`src/rtl/if_priv_ctrl.sv`:
```
// if_priv_ctrl -- instruction-fetch privileged-op controller.
//
// Watches pre-decoded fetch groups for IBAR, CSR and TLB ops. When one is
// found it stalls and flushes the fetch path, waits for the op to reach EX,
// then waits for the side effect to settle. For IBAR this means both caches
// idle for IDLE_CYCLES consecutive cycles. For CSR/TLB it means the done
// strobe. Finally it issues a one-cycle redirect to the instruction after the op.
//
// Ports:
//   clk, rstn                      clock, async active-low reset
//   flush                          backend flush, overrides everything
//   dec_valid, dec_pc              fetch group valid / PC of slot 0
//   ibar_flag, csr_flag, tlb_flag  per-slot op flags (bit0 = slot0)
//   ex_ibar, ex_csr, ex_tlb        held op reached EX
//   icache_idle, dcache_idle       caches have nothing outstanding
//   csr_done, tlb_done             CSR write / TLB op finished
//   fetch_stall                    block IF1 FIFO (any non-IDLE state)
//   flush_fetch                    discard younger groups (WAIT_EX_* only)
//   set_pc, pc_target              redirect pulse and its target
//   state                          current FSM encoding
//   stall_cnt                      saturating count of non-IDLE cycles
module if_priv_ctrl #(
   parameter int IDLE_CYCLES = 2
) (
   input  logic        clk,
   input  logic        rstn,
   input  logic        flush,
   input  logic        dec_valid,
   input  logic [31:0] dec_pc,
   input  logic [1:0]  ibar_flag,
   input  logic [1:0]  csr_flag,
   input  logic [1:0]  tlb_flag,
   input  logic        ex_ibar,
   input  logic        ex_csr,
   input  logic        ex_tlb,
   input  logic        icache_idle,
   input  logic        dcache_idle,
   input  logic        csr_done,
   input  logic        tlb_done,
   output logic        fetch_stall,
   output logic        flush_fetch,
   output logic        set_pc,
   output logic [31:0] pc_target,
   output logic [2:0]  state,
   output logic [15:0] stall_cnt
);

   typedef enum logic [2:0] {
      IDLE            = 3'b000,
      WAIT_EX_IBAR    = 3'b001,
      WAIT_EX_CSR     = 3'b010,
      WAIT_CACHE_IDLE = 3'b011,
      WAIT_CSR_OK     = 3'b100,
      WAIT_TLB_OK     = 3'b101,
      REDIRECT        = 3'b110,
      WAIT_EX_TLB     = 3'b111
   } state_t;

   // The counter only has to reach IDLE_CYCLES-1. It leaves the state at
   // that value, so it never wraps.
   localparam int            CW        = (IDLE_CYCLES > 1) ? $clog2(IDLE_CYCLES) : 1;
   localparam logic [CW-1:0] IDLE_LAST = CW'(IDLE_CYCLES - 1);

   state_t        state_q, state_d;
   logic [CW-1:0] idle_cnt_q, idle_cnt_d;
   logic [31:0]   pc_target_q;
   logic [15:0]   stall_cnt_q;

   logic          both_idle;
   logic          detect;
   logic          win_bit0;

   assign both_idle = icache_idle && dcache_idle;

   // A detection only counts from IDLE, and only when no flush is present.
   // When a flush arrives together with a detection, the flush wins.
   assign detect = (state_q == IDLE) && dec_valid && !flush &&
                   ((|ibar_flag) || (|csr_flag) || (|tlb_flag));

   // Choose the slot of the winning op, checking ibar, then csr, then tlb.
   // Slot 0 redirects to +4 and slot 1 to +8.
   always_comb begin
      win_bit0 = tlb_flag[0];
      if (|ibar_flag)     win_bit0 = ibar_flag[0];
      else if (|csr_flag) win_bit0 = csr_flag[0];
   end

   // NOTE: every signal driven here gets a default first, so no path leaves it unassigned and no latch is inferred.
   always_comb begin
      state_d    = state_q;
      idle_cnt_d = '0;
      unique case (state_q)
         IDLE: begin
            if (dec_valid) begin
               if (|ibar_flag)     state_d = WAIT_EX_IBAR;
               else if (|csr_flag) state_d = WAIT_EX_CSR;
               else if (|tlb_flag) state_d = WAIT_EX_TLB;
            end
         end
         WAIT_EX_IBAR: if (ex_ibar) state_d = WAIT_CACHE_IDLE;
         WAIT_EX_CSR:  if (ex_csr)  state_d = WAIT_CSR_OK;
         WAIT_EX_TLB:  if (ex_tlb)  state_d = WAIT_TLB_OK;
         WAIT_CACHE_IDLE: begin
            if (both_idle) begin
               if (idle_cnt_q == IDLE_LAST) state_d = REDIRECT;
               else                         idle_cnt_d = idle_cnt_q + CW'(1);
            end
         end
         WAIT_CSR_OK: if (csr_done) state_d = REDIRECT;
         WAIT_TLB_OK: if (tlb_done) state_d = REDIRECT;
         REDIRECT:    state_d = IDLE;
         default:     state_d = IDLE;
      endcase
      if (flush) begin
         state_d    = IDLE;
         idle_cnt_d = '0;
      end
   end

   // NOTE: state registers use non-blocking assignments, so every flop samples the values from before the edge.
   always_ff @(posedge clk or negedge rstn) begin
      if (!rstn) begin
         state_q     <= IDLE;
         idle_cnt_q  <= '0;
         pc_target_q <= '0;
         stall_cnt_q <= '0;
      end else begin
         state_q    <= state_d;
         idle_cnt_q <= idle_cnt_d;
         if (detect)
            pc_target_q <= dec_pc + (win_bit0 ? 32'd4 : 32'd8);
         // Flush does not clear this counter. It keeps a running total.
         if (state_q != IDLE && stall_cnt_q != 16'hFFFF)
            stall_cnt_q <= stall_cnt_q + 16'd1;
      end
   end

   // Moore outputs, decoded only from the current state. A flush during
   // REDIRECT therefore still lets that cycle's set_pc through.
   always_comb begin
      fetch_stall = (state_q != IDLE);
      flush_fetch = (state_q == WAIT_EX_IBAR) || (state_q == WAIT_EX_CSR) ||
                    (state_q == WAIT_EX_TLB);
      set_pc      = (state_q == REDIRECT);
   end

   assign pc_target = pc_target_q;
   assign state     = state_q;
   assign stall_cnt = stall_cnt_q;

endmodule

```
`config.mk`:
```
export PLATFORM = sky130hd
export DESIGN_NAME = if_priv_ctrl
export DESIGN_NICKNAME = d
export VERILOG_FILES = /design/src/rtl/if_priv_ctrl.sv
export SDC_FILE = /design/constraint.sdc
export NUM_CORES = 1
export LEC_CHECK = 0
export ABC_AREA = 0
export CAP_MARGIN = 40
export CORE_UTILIZATION = 45
export CTS_BUF_LIST = sky130_fd_sc_hd__clkbuf_8 sky130_fd_sc_hd__clkbuf_16
export DETAILED_ROUTE_END_ITERATION = 8
export GPL_TIMING_DRIVEN = 0
export HOLD_SLACK_MARGIN = 0.08
export PLACE_DENSITY_LB_ADDON = 0.05
export SLEW_MARGIN = 10
export SYNTH_ARGS = -nofsm -noshare
export SYNTH_HDL_FRONTEND = slang
export SYNTH_SLANG_ARGS = --single-unit
```
`constraint.sdc`:
```
create_clock -name clk -period 2.35 [get_ports clk]
set_input_delay 0.3525 -clock clk [delete_from_list [all_inputs] [get_ports clk]]
set_output_delay 0.3525 -clock clk [all_outputs]
set_load 0.01 [all_outputs]
```
Yosys cells after proc, flatten, opt, wreduce, memory -nomap -nowiden
Cells that the tools add are included.
{"block": "totals", "input_bits": 49, "regBits": 52, "wordCells": 60, "out_inout_bits": 54}
{"block": "op_classes", "n_eq_ne": 17, "addsub": 3, "muxes": 20, "n_reduce_logical": 16}
{"operator": "$mux W3", "n": 12}
{"operator": "$add A32 B4 Y32", "n": 1}
{"operator": "$ne A3 B3 Y1 const B", "n": 8}
{"operator": "$pmux W3 S8", "n": 1}
{"operator": "$add A16 B1 Y16 const B", "n": 1}
{"operator": "$ne A16 B16 Y1 const B", "n": 1}
{"operator": "$eq A3 B3 Y1 const B", "n": 4}
{"operator": "$reduce_and A9 Y1", "n": 1}
{"operator": "$eq A3 B2 Y1 const B", "n": 2}
{"operator": "$mux W1", "n": 6}
{"operator": "$reduce_or A2 Y1", "n": 3}
{"operator": "$logic_and A1 B1 Y1", "n": 5}
{"operator": "$ne A5 B2 Y1 const B", "n": 1}
{"operator": "$logic_or A1 B1 Y1", "n": 4}
{"operator": "$mux W4", "n": 1}
{"operator": "$eq A3 B1 Y1 const B", "n": 1}
{"operator": "$logic_not A3 Y1", "n": 1}
{"operator": "$reduce_bool A3 Y1", "n": 1}
{"operator": "$add A1 B1 Y1 const B", "n": 1}
{"operator": "$logic_not A1 Y1", "n": 1}

Logic depth before layout (Yosys ltp)
{"block": "depth", "ltp_word": 7, "mapped_depth": 12, "ltp_nobuf": 11}

Worst setup path before layout
OpenSTA, ideal clock, no wires.
{"block": "synth_path", "path_type": "input-to-reg", "startpoint": "input csr_flag[1]", "endpoint": "register pc_target_q[20] (netlist: pc_target[20])", "t_arrival_ns": 2.143, "required_ns": 2.224, "n_path_buf": 0, "setup_ns": 0.126, "slack_ns": 0.081, "cell_stages": 11, "cell_sequence": "inv_1 a21oi_1 nor2_1 or2_2 ha_1 fa_1 nand4_1 and4bb_2 nand3_1 xor2_1 a21oi_1"}
{"block": "synth_between", "elab_chain_len": 5, "word_cells_on_any_way": 8, "cone_classes": "1 x add/sub; 3 x mux; 4 x reduce/logical"}
{"item": "start, declared", "line": "31", "rtl": "input logic [1:0] csr_flag,"}
{"item": "$reduce_or A2 Y1 *", "line": "78, 85"}
{"item": "$mux W1", "line": "85", "rtl": "else if (|csr_flag) win_bit0 = csr_flag[0];"}
{"item": "$mux W1", "line": "84", "rtl": "if (|ibar_flag) win_bit0 = ibar_flag[0];"}
{"item": "$mux W4", "line": "131", "rtl": "pc_target_q <= dec_pc + (win_bit0 ? 32'd4 : 32'd8);"}
{"item": "$add A32 B4 Y32", "line": "131"}
{"item": "end signal, assigned", "line": "131"}
{"item": "end, declared", "line": "66", "rtl": "logic [31:0] pc_target_q;"}
Every way passes the cells marked *; elsewhere a longest branch is shown, timed or not.
A chain may end at the register's enable or synchronous reset.

Worst setup path after layout
{"block": "layout_path", "startpoint": "input tlb_flag[0]", "endpoint": "register pc_target_q[25] (netlist: pc_target[25])"}
{"block": "layout_between", "elab_chain_len": 4, "word_cells_on_any_way": 7, "cone_classes": "1 x add/sub; 3 x mux; 3 x reduce/logical"}
{"item": "start, declared", "line": "32", "rtl": "input logic [1:0] tlb_flag,"}
{"item": "$mux W1", "line": "85"}
{"item": "$mux W1", "line": "84"}
{"item": "$mux W4", "line": "131"}
{"item": "$add A32 B4 Y32", "line": "131"}
Several ways; a longest one is shown, not always the timed one.

==> flow_metrics.py <==
metrics = {
    "outcome": {
        "status": "finished clean",
    },
    "worst_setup_path": {
        "cp_top_family": "simple AND/OR/NAND/NOR gates",
        "critPathBufInv": 3,
        "critPathKind": "primary input to flop",
        "path_common_cell": "a21oi_2",
        "cpMaxStageDelayCell": "or3_4",
        "timing.rr.start": "stall_cnt[0]$_DFFE_PN0P_",
        "end_kind": "flop",
        "cpPeakStageDelay_ns": 0.42,
        "arrival_ns": 2.48,
        "cp_max_fo": 4,
        "crit_chain": "clkdlybuf4s15_1, a21oi_2, nor2_1, or2_4, inv_4, ha_2, a21oi_2, or3_4, bufbuf_16, nor3_4, xnor2_1, a21oi_1",
        "cp-start-kind": "primary input",
        "setup.worst_path.start": "tlb_flag[0]",
        "required_ns": 2.55,
    },
    "power": {
        "p_leak_nw": 1.73,
        "powerDensity_nw_per_um2": 932,
        "power.total_mw": 4.01,
        "vdd_drop_max_mv": 0.624,
    },
    "floorplanning": {
        "start_util_pct": 47.7,
        "coreArea_um2": 6030,
        "row_count": 28,
        "io_pins": 103,
        "die_y_um": 81.9,
        "die-area_um2": 6710,
        "die_w_um": 81.9,
    },
    "yosys": {
        "syn_area_um2": 2870,
        "ys.flop_type": "dfrtp_1",
        "synthCells": 299,
        "syn_area_per_cell_um2": 9.61,
        "synth-edff-count": 0,
        "yosysUniqueCellTypes": 42,
        "synth-seq-cells": 52,
        "synth_seq_area_share_pct": 45.3,
        "yosysWarnings": 0,
        "async_flop_share_pct": 100,
        "syn_nets": 352,
    },
    "drt": {
        "drt_iter0_drc": 71,
        "vias": 2614,
        "viasPerCell": 5.29,
        "routedWlPerCell_um": 14.8,
        "drc": 0,
        "first_pass_iters": 4,
        "ant_nets": 0,
        "totalWireLength_mm": 7.32,
    },
    "sta": {
        "slew_violations": 0,
        "relSlewSlack_pct": 54.6,
        "fmax_mhz": 438,
        "setup_tns_ns": 0,
        "hold_violations": 0,
        "skew_ns": 0.00334,
        "tightest_slew_ns": 0.678,
        "min_period_ns": 2.28,
        "setup_viol": 0,
        "period_share_pct": 97.2,
    },
    "layout": {
        "most-common-layout-cells": "96 x clkdlybuf4s50_1, 52 x dfrtp_1, 43 x nor2_1, 31 x xnor2_1, 29 x a21oi_1",
        "diodes": 0,
        "drive_gt1_share_pct": 15.5,
        "fill_cells": 488,
        "post-route-util_pct": 71.4,
        "final_cells": 494,
        "nNetsFinal": 471,
        "area_growth_syn_to_layout_pct": 49.7,
        "final_common_cell": "clkdlybuf4s50_1",
        "fin_area_um2": 4300,
    },
    "clock_network": {
        "clk_pin_slew_worst_paths_ns": 0.10,
        "numClockSinks": 52,
        "htree_levels": 2,
        "clock_tree.buffer_depth": 2,
        "cts_tree": "done",
        "cts_buffers": 5,
        "clock_latency_ns": 0.31,
        "clock_tree.root_cell": "clkbuf_8",
    },
    "place": {
        "portBuffers": 102,
        "gp_congestion": 0.847,
        "placed_cell_area_um2": 4000,
        "dp_cells": 477,
        "dp_hpwl_mm": 5.21,
    },
    "grt": {
        "grtUsageTotal_pct": 22.8,
        "grt_pass1_vias": 2479,
        "grt_pass1_wl_mm": 11.5,
        "grt_max_degree": 28,
        "overflow": 0,
        "antenna_found_initial": 0,
    },
    "hold_path": {
        "worstHoldStart": "idle_cnt_q$_DFF_PN0_",
        "hold_path_class": "flop to flop",
    },
    "job": {
        "maxCapViolations": 0,
    },
}
## cells by family after synthesis
| family | after synthesis | synth area share [%] |
|---|---|---|
| flip-flops | 52 | 45.3 |
| AO/OA/AOI/OAI | 43 | 8.97 |
| AND/OR/NAND/NOR | 132 | 24.3 |
| multiplexers | 6 | 2.48 |
| XOR/XNOR | 43 | 13.1 |
| adder cells (fa/ha/maj) | 4 | 2.00 |
| buffers and inverters | 19 | 3.83 |
## worst paths after layout
kind | endpoint | slack [ns] | cells after the start
min in group asynchronous | idle_cnt_q$_DFF_PN0_ | 0.58 | 2
worst min register to register | idle_cnt_q$_DFF_PN0_ | 0.43 | 1
worst max register to register | stall_cnt[1]$_DFFE_PN0P_ | 0.28 | 5
max in group asynchronous | pc_target[31]$_DFFE_PN0P_ | 1.20 | 3
worst min-delay path | idle_cnt_q$_DFF_PN0_ | 0.43 | 1
worst max-delay path | pc_target[25]$_DFFE_PN0P_ | 0.07 | 12
## stage by stage
| step | setup WS (ns) | hold slack [ns] |
|---|---|---|
| after detailed placement | -0.635 | 0.404 |
| final | 0.0659 | 0.428 |
| after global placement | -0.709 | 0.411 |
| after global routing | -0.0287 | 0.461 |
| after CTS | 0.0899 | 0.429 |
| after floorplan | 0.0814 | 0.0569 |
## final cells by class
class / instances / area, µm² / area share (%)
clock buffers: 5 / 68.8 / 1.60
multi-input cells: 228 / 1570 / 36.6
well taps: 75 / 93.8 / 2.18
flip-flops and latches: 52 / 1300 / 30.3
plain buffers: 11 / 83.8 / 1.95
clock inverters: 3 / 26.3 / 0.611
inverters: 8 / 32.5 / 0.756
repair buffers: 112 / 1120 / 26.1
## state kept, by name, indices dropped and copies added, names as in the netlist
name,cells
stall_cnt,16
pc_target,32
state,3
idle_cnt_q,1
## repair_timing
item	CTS	global route
resized for setup	24	8
hold endpoints to repair	26	0
setup endpoints to repair	22	18
buffers inserted	5	2
hold buffers	1	0
pin swaps	8	8
cloned	1	0
## synthesized netlist by cell type (2+ instances only)
| cell type | n | share of area, % |
|---|---|---|
| and3_1 | 3 | 0.65 |
| nor4_2 | 3 | 1.3 |
| nand3_1 | 18 | 3.1 |
| nor2b_1 | 3 | 0.65 |
| nand2b_1 | 5 | 1.1 |
| dfrtp_1 | 52 | 45 |
| mux2_2 | 4 | 1.6 |
| nor3_2 | 2 | 0.70 |
| inv_1 | 7 | 0.91 |
| a21oi_2 | 3 | 0.91 |
| and4_1 | 4 | 1.2 |
| ha_1 | 3 | 1.3 |
| buf_2 | 7 | 1.2 |
| a21oi_1 | 31 | 5.4 |
| buf_6 | 4 | 1.6 |
| nor4_1 | 8 | 1.7 |
| xnor2_1 | 31 | 9.4 |
| nand2_1 | 18 | 2.4 |
| nand3_2 | 2 | 0.70 |
| xor2_1 | 12 | 3.7 |
| nor2_1 | 44 | 5.7 |
| nand4_1 | 8 | 1.7 |
| nor3_1 | 7 | 1.2 |
| o21ai_0 | 2 | 0.35 |
## power by group
part	internal [mW]	switching [mW]
sequential	1.24	0.225
combinational	1.10	0.906
clock	0.220	0.320
## metal layers
| metal | wire length (µm) | global-route usage [%] | vias up | share of wire [%] |
|---|---|---|---|---|
| li1 | - | - | 1278 | - |
| met1 | 3160 | 29.6 | 1244 | 43 |
| met2 | 3570 | 37.3 | 86 | 49 |
| met3 | 507 | 6.00 | 6 | 6.9 |
| met4 | 85 | 6.32 | 0 | 1.2 |
| met5 | 0 | 0 | - | 0 |
(Power assumes the default switching activity.)
